`src/rtl/alu_pkg.sv`:
```
// Shared op codes, op classification helpers and FSM state type for the ALU family.
// Encodings match the original single-cycle ALU so decode needs no change.
package alu_pkg;

  localparam logic [4:0] OP_ADD  = 5'b00000;
  localparam logic [4:0] OP_SLL  = 5'b00001;
  localparam logic [4:0] OP_SLT  = 5'b00010;
  localparam logic [4:0] OP_SLTU = 5'b00011;
  localparam logic [4:0] OP_XOR  = 5'b00100;
  localparam logic [4:0] OP_SRL  = 5'b00101;
  localparam logic [4:0] OP_OR   = 5'b00110;
  localparam logic [4:0] OP_AND  = 5'b00111;
  localparam logic [4:0] OP_SUB  = 5'b01000;
  localparam logic [4:0] OP_SRA  = 5'b01101;
  localparam logic [4:0] OP_BEQ  = 5'b10000;
  localparam logic [4:0] OP_BNE  = 5'b10001;
  localparam logic [4:0] OP_BLT  = 5'b10100;
  localparam logic [4:0] OP_BGE  = 5'b10101;
  localparam logic [4:0] OP_BLTU = 5'b10110;
  localparam logic [4:0] OP_BGEU = 5'b10111;

  typedef enum logic [1:0] {
    IDLE  = 2'd0,
    SHIFT = 2'd1,
    DONE  = 2'd2
  } alu_mc_state_t;

  function automatic logic alu_op_valid(input logic [4:0] op);
    logic v;
    v = 1'b0;
    case (op)
      OP_ADD, OP_SLL, OP_SLT, OP_SLTU,
      OP_XOR, OP_SRL, OP_OR,  OP_AND,
      OP_SUB, OP_SRA, OP_BEQ, OP_BNE,
      OP_BLT, OP_BGE, OP_BLTU, OP_BGEU: v = 1'b1;
      default:                          v = 1'b0;
    endcase
    return v;
  endfunction

  function automatic logic alu_op_is_shift(input logic [4:0] op);
    return (op == OP_SLL) || (op == OP_SRL) || (op == OP_SRA);
  endfunction

endpackage

```
`src/rtl/alu_comb.sv`:
```
// Combinational non-shift datapath: add/sub, logic ops, set-less-than and branch compares.
// Zero latency; shift and invalid codes yield zero and are handled by the caller.
module alu_comb
  import alu_pkg::*;
#(
  parameter int WIDTH = 32
) (
  input  logic [4:0]       i_op,
  input  logic [WIDTH-1:0] i_a,
  input  logic [WIDTH-1:0] i_b,
  output logic [WIDTH-1:0] o_result
);

  logic w_eq;
  logic w_lt_s;
  logic w_lt_u;

  assign w_eq   = (i_a == i_b);
  assign w_lt_s = ($signed(i_a) < $signed(i_b));
  assign w_lt_u = (i_a < i_b);

  // Compare results are single bits zero-extended to the datapath width.
  always_comb begin
    o_result = '0;
    case (i_op)
      OP_ADD:          o_result = i_a + i_b;
      OP_SUB:          o_result = i_a - i_b;
      OP_XOR:          o_result = i_a ^ i_b;
      OP_OR:           o_result = i_a | i_b;
      OP_AND:          o_result = i_a & i_b;
      OP_SLT, OP_BLT:  o_result = {{(WIDTH-1){1'b0}}, w_lt_s};
      OP_SLTU, OP_BLTU: o_result = {{(WIDTH-1){1'b0}}, w_lt_u};
      OP_BGE:          o_result = {{(WIDTH-1){1'b0}}, ~w_lt_s};
      OP_BGEU:         o_result = {{(WIDTH-1){1'b0}}, ~w_lt_u};
      OP_BEQ:          o_result = {{(WIDTH-1){1'b0}}, w_eq};
      OP_BNE:          o_result = {{(WIDTH-1){1'b0}}, ~w_eq};
      default:         o_result = '0;
    endcase
  end

endmodule

```
`src/rtl/alu_multicycle.sv`:
```
// Multi-cycle ALU: non-shift ops complete in one cycle, shifts iterate SHIFT_STEP bits per cycle.
// Accepts only in IDLE; result is held in DONE until out_ready, then one idle cycle before the next op.
module alu_multicycle
  import alu_pkg::*;
#(
  parameter int WIDTH      = 32,
  parameter int SHIFT_STEP = 1
) (
  input  logic             clk,
  input  logic             reset_n,
  input  logic             in_valid,
  output logic             in_ready,
  input  logic [4:0]       op,
  input  logic [WIDTH-1:0] in_a,
  input  logic [WIDTH-1:0] in_b,
  output logic             out_valid,
  input  logic             out_ready,
  output logic [WIDTH-1:0] out,
  output logic             fault
);

  localparam int           SHW  = $clog2(WIDTH);
  localparam logic [SHW:0] STEP = (SHW+1)'(SHIFT_STEP);

  alu_mc_state_t    r_state;
  logic [4:0]       r_op;
  logic             r_sign;
  logic [SHW-1:0]   r_rem;
  logic [WIDTH-1:0] r_out;
  logic             r_fault;

  logic             w_accept;
  logic [SHW-1:0]   w_shamt;
  logic [WIDTH-1:0] w_comb;
  logic [SHW:0]     w_rem_ext;
  logic [SHW:0]     w_step;
  logic [SHW:0]     w_rem_next;
  logic [WIDTH-1:0] w_fill_mask;
  logic [WIDTH-1:0] w_shifted;

  alu_comb #(
    .WIDTH(WIDTH)
  ) u_comb (
    .i_op    (op),
    .i_a     (in_a),
    .i_b     (in_b),
    .o_result(w_comb)
  );

  assign in_ready  = (r_state == IDLE);
  assign out_valid = (r_state == DONE);
  assign out       = r_out;
  assign fault     = r_fault;

  assign w_accept = in_valid & in_ready;
  assign w_shamt  = in_b[SHW-1:0];

  // Last iteration may move fewer than SHIFT_STEP bits so the total equals shamt exactly.
  assign w_rem_ext   = {1'b0, r_rem};
  assign w_step      = (w_rem_ext < STEP) ? w_rem_ext : STEP;
  assign w_rem_next  = w_rem_ext - w_step;
  assign w_fill_mask = ~({WIDTH{1'b1}} >> w_step);

  always_comb begin
    w_shifted = r_out;
    case (r_op)
      OP_SLL:  w_shifted = r_out << w_step;
      OP_SRL:  w_shifted = r_out >> w_step;
      OP_SRA:  w_shifted = (r_out >> w_step) | (w_fill_mask & {WIDTH{r_sign}});
      default: w_shifted = r_out;
    endcase
  end

  always_ff @(posedge clk or negedge reset_n) begin
    if (!reset_n) begin
      r_state <= IDLE;
      r_op    <= '0;
      r_sign  <= 1'b0;
      r_rem   <= '0;
      r_out   <= '0;
      r_fault <= 1'b0;
    end else begin
      case (r_state)
        IDLE: begin
          if (w_accept) begin
            r_op   <= op;
            r_sign <= in_a[WIDTH-1];
            r_rem  <= w_shamt;
            if (!alu_op_valid(op)) begin
              r_out   <= '0;
              r_fault <= 1'b1;
              r_state <= DONE;
            end else if (alu_op_is_shift(op)) begin
              r_out   <= in_a;
              r_fault <= 1'b0;
              r_state <= (w_shamt == '0) ? DONE : SHIFT;
            end else begin
              r_out   <= w_comb;
              r_fault <= 1'b0;
              r_state <= DONE;
            end
          end
        end
        SHIFT: begin
          r_out <= w_shifted;
          r_rem <= w_rem_next[SHW-1:0];
          if (w_rem_next == '0) begin
            r_fault <= 1'b0;
            r_state <= DONE;
          end
        end
        DONE: begin
          if (out_ready) begin
            r_state <= IDLE;
          end
        end
        default: r_state <= IDLE;
      endcase
    end
  end

endmodule
```
`config.mk`:
```
export PLATFORM = sky130hd
export DESIGN_NAME = alu_multicycle
export DESIGN_NICKNAME = d
export VERILOG_FILES = /design/src/rtl/alu_pkg.sv /design/src/rtl/alu_comb.sv /design/src/rtl/alu_multicycle.sv
export SDC_FILE = /design/constraint.sdc
export NUM_CORES = 1
export LEC_CHECK = 0
export ABC_AREA = 1
export CORE_MARGIN = 10
export CORE_UTILIZATION = 35
export CTS_CLUSTER_SIZE = 8
export DETAILED_ROUTE_END_ITERATION = 10
export PLACE_DENSITY_LB_ADDON = 0.05
export REMOVE_ABC_BUFFERS = 1
export SETUP_SLACK_MARGIN = 0.1
export SKIP_CTS_REPAIR_TIMING = 1
export SLEW_MARGIN = 10
export SYNTH_ARGS = -nofsm -noshare
export SYNTH_HDL_FRONTEND = slang
export SYNTH_SLANG_ARGS = --single-unit
```
`constraint.sdc`:
```
create_clock -name clk -period 2.72 [get_ports clk]
set_input_delay 0.544 -clock clk [delete_from_list [all_inputs] [get_ports clk]]
set_output_delay 0.544 -clock clk [all_outputs]
set_load 0.005 [all_outputs]
```
==> impl_metrics.yaml <==
floorplanning:
  die_h_um: 183
  die_w_um: 183
  floorplan.initialDensity: 0.356
  core_mm2: 0.0261
  io_pins: 108
  dieArea_mm2: 0.0335
  rows: 59
sta:
  period_needed_ns: 2.53
  fin_skew_ns: 0.0105
  tightest_slew_ns: 0.640
  fmax_ghz: 0.396
  hold_slack_ns: 0.342
  slew_violations: 0
  final-hold-violation-count: 0
  maxSlewHeadroom: 0.573
  rsz0062_at_grt: "no"
  setup_viol: 0
  fin_crit_sh: 0.928
pwr:
  p_leak_nw: 7.89
  p_clk_frac: 0.100
  intPower_mw: 3.36
  max-vdd-ir-drop_v: 0.000411
  powerDensity_mw_per_mm2: 426
  p_sw_mw: 2.96
  swShare: 0.468
  p_seq_frac: 0.221
  power_frac_comb: 0.679
clock_network:
  root_buffer: "clkbuf_16"
  cts_buffers: 5
  insertion_delay_ns: 0.30
  cts_max_path_buffers: 2
  clk_pin_slew_ns: 0.07
  clkSinkCount: 46
  ctsHtreeMaxLevel: 2
  cts_tree: "done"
placed_design:
  place_hpwl_um: 34600
  numPortBuffers: 107
  gp_congestion: 0.973
  placed_area_mm2: 0.0130
logic_synthesis:
  syn_area_mm2: 0.00930
  netlist.area_leader.share: 0.179
  yosysWarnings: 0
  async_flop_share: 1.00
  synthTopCellsByArea: "nand2_1 18%, ha_1 14%, dfrtp_1 12%"
  seq_area_frac_synth: 0.124
  synth_edf_count: 0
  ys_types: 53
  syn_inst: 1634
  ys_seq_elements: 46
  dominantRegCellSynth: "dfrtp_1"
  avgSynthCellArea_um2: 5.69
  synth.largest_area_cell: "nand2_1"
critical_path:
  cp_data_arrival_time_ns: 2.71
  required_ns: 2.90
  crit_path_end_kind: "register"
  cp-start-kind: "input port"
  r2r_cells: 9
  critPathMaxFanout: 5
  criticalPathCategory: "input port to register"
global_routing:
  grt_overflow_total: 0
  grt_max_degree: 47
  grt_pass1_wl_um: 63800
  antenna_found_initial: 0
  grtUsageTotal: 0.239
  grt_pass1_vias: 11400
finish:
  final_area_mm2: 0.0148
  final_nets: 2213
  drive_above_1_share: 0.353
  fin_util: 0.567
  final_common_cell: "nand2_1"
  syn_to_final_growth_pct: 59.3
  antennaDiodeCount: 0
  final_cell_mix: "349 x nand2_1, 331 x buf_4, 197 x inv_1, 126 x nand3_1, 121 x nor2_1"
flow_run:
  max_cap_viol_count: 0
drt:
  post_drt_wl_per_cell_um: 17.9
  dr.pass1.iters: 5
  vias_per_cell: 5.16
  wl_um: 42500
  drtIter0Drc: 947
  drc: 0
  postRouteAntennaNets: 0
  vias: 12200
run_status:
  outcome: "completed"
hold_path:
  min_path_type: "input port to asynchronous set/reset pin"
## metrics by stage
step | instances | setup slack, ns | TNS (ns) | total power, mW
2_1_floorplan | 1571 | -0.361 | -3.49 | 3.27
3_3_place_gp | 2334 | -0.591 | -11.51 | 5.23
3_5_place_dp | 2334 | -0.602 | -11.31 | 5.26
4_1_cts | 2342 | -0.314 | -2.66 | 5.92
5_1_grt | 2370 | 0.0998 | 0 | 6.88
6_report | 2370 | 0.195 | 0 | 6.32
## kinds of logic after synthesis
family | share of synthesized area
buf+inv | 0.149
compound gates | 0.198
fa+ha+maj | 0.144
mux | 0.00968
flops | 0.124
simple gates | 0.376
## power groups by stage
stage          Clock, mW  Sequential [mW]  Combinational, mW
2_1_floorplan          0             1.33               1.94
3_3_place_gp           0             1.41               3.82
3_5_place_dp           0             1.41               3.85
4_1_cts            0.653             1.40               3.87
5_1_grt            0.692             1.46               4.73
6_report           0.629             1.40               4.29
## worst max-delay path: stages
cell,delay (ns)
clkdlybuf4s50_1,0.47
inv_1,0.07
ha_4,0.29
buf_6,0.13
nand4_1,0.21
nor2_2,0.17
and3_1,0.16
nand2_1,0.11
nand2_1,0.09
nand2_1,0.05
nand3_1,0.08
nand4_1,0.16
nand2_1,0.11
a21oi_1,0.06
## per-layer routing
metal / share of wire / GRT usage
met4: 0.042 / 0.0941
met1: 0.43 / 0.301
met3: 0.048 / 0.0360
met2: 0.48 / 0.401
met5: 0 / 0
## registers in the layout (all words and copies together) (netlist names)
name / cells
fault: 1
out: 32
r_op: 5
r_rem: 5
r_sign: 1
r_state: 2
## cell usage after synthesis (7+ instances only)
| cell type | count |
|---|---|
| o21ai_0 | 67 |
| ha_1 | 104 |
| nor3_1 | 16 |
| inv_1 | 256 |
| nand4_1 | 25 |
| clkbuf_1 | 17 |
| buf_4 | 12 |
| o22ai_1 | 14 |
| a21oi_2 | 7 |
| o2111ai_1 | 10 |
| o21ai_1 | 7 |
| inv_2 | 20 |
| nand3_1 | 141 |
| a221oi_1 | 17 |
| o211ai_1 | 13 |
| o21bai_1 | 12 |
| o221ai_1 | 7 |
| dfrtp_1 | 46 |
| nand2_1 | 443 |
| nor2_2 | 7 |
| mux2i_1 | 9 |
| buf_2 | 29 |
| a21oi_1 | 133 |
| nor2_1 | 164 |
## cell type report
cell class              count  area [µm²]
repair buffers            456        3980
clock inverters             2        13.8
well taps                 335         419
flip-flops and latches     46        1150
multi-input cells        1247        8090
inverters                 278        1040
clock buffers               6         129
fillers                  2669       11300
## path summary, 6_finish.rpt
check / start / endpoint / slack (ns)
min: reset_n / out[5] / 0.34
max in group asynchronous: reset_n / out[21] / 1.93
min reg2reg: r_op[1] / r_op[1] / 0.51
min in group clk: r_op[1] / r_op[1] / 0.51
max reg2reg: r_rem[2] / out[24] / 0.64
max: in_a[25] / out[27] / 0.19
(Power assumes the default switching activity.)
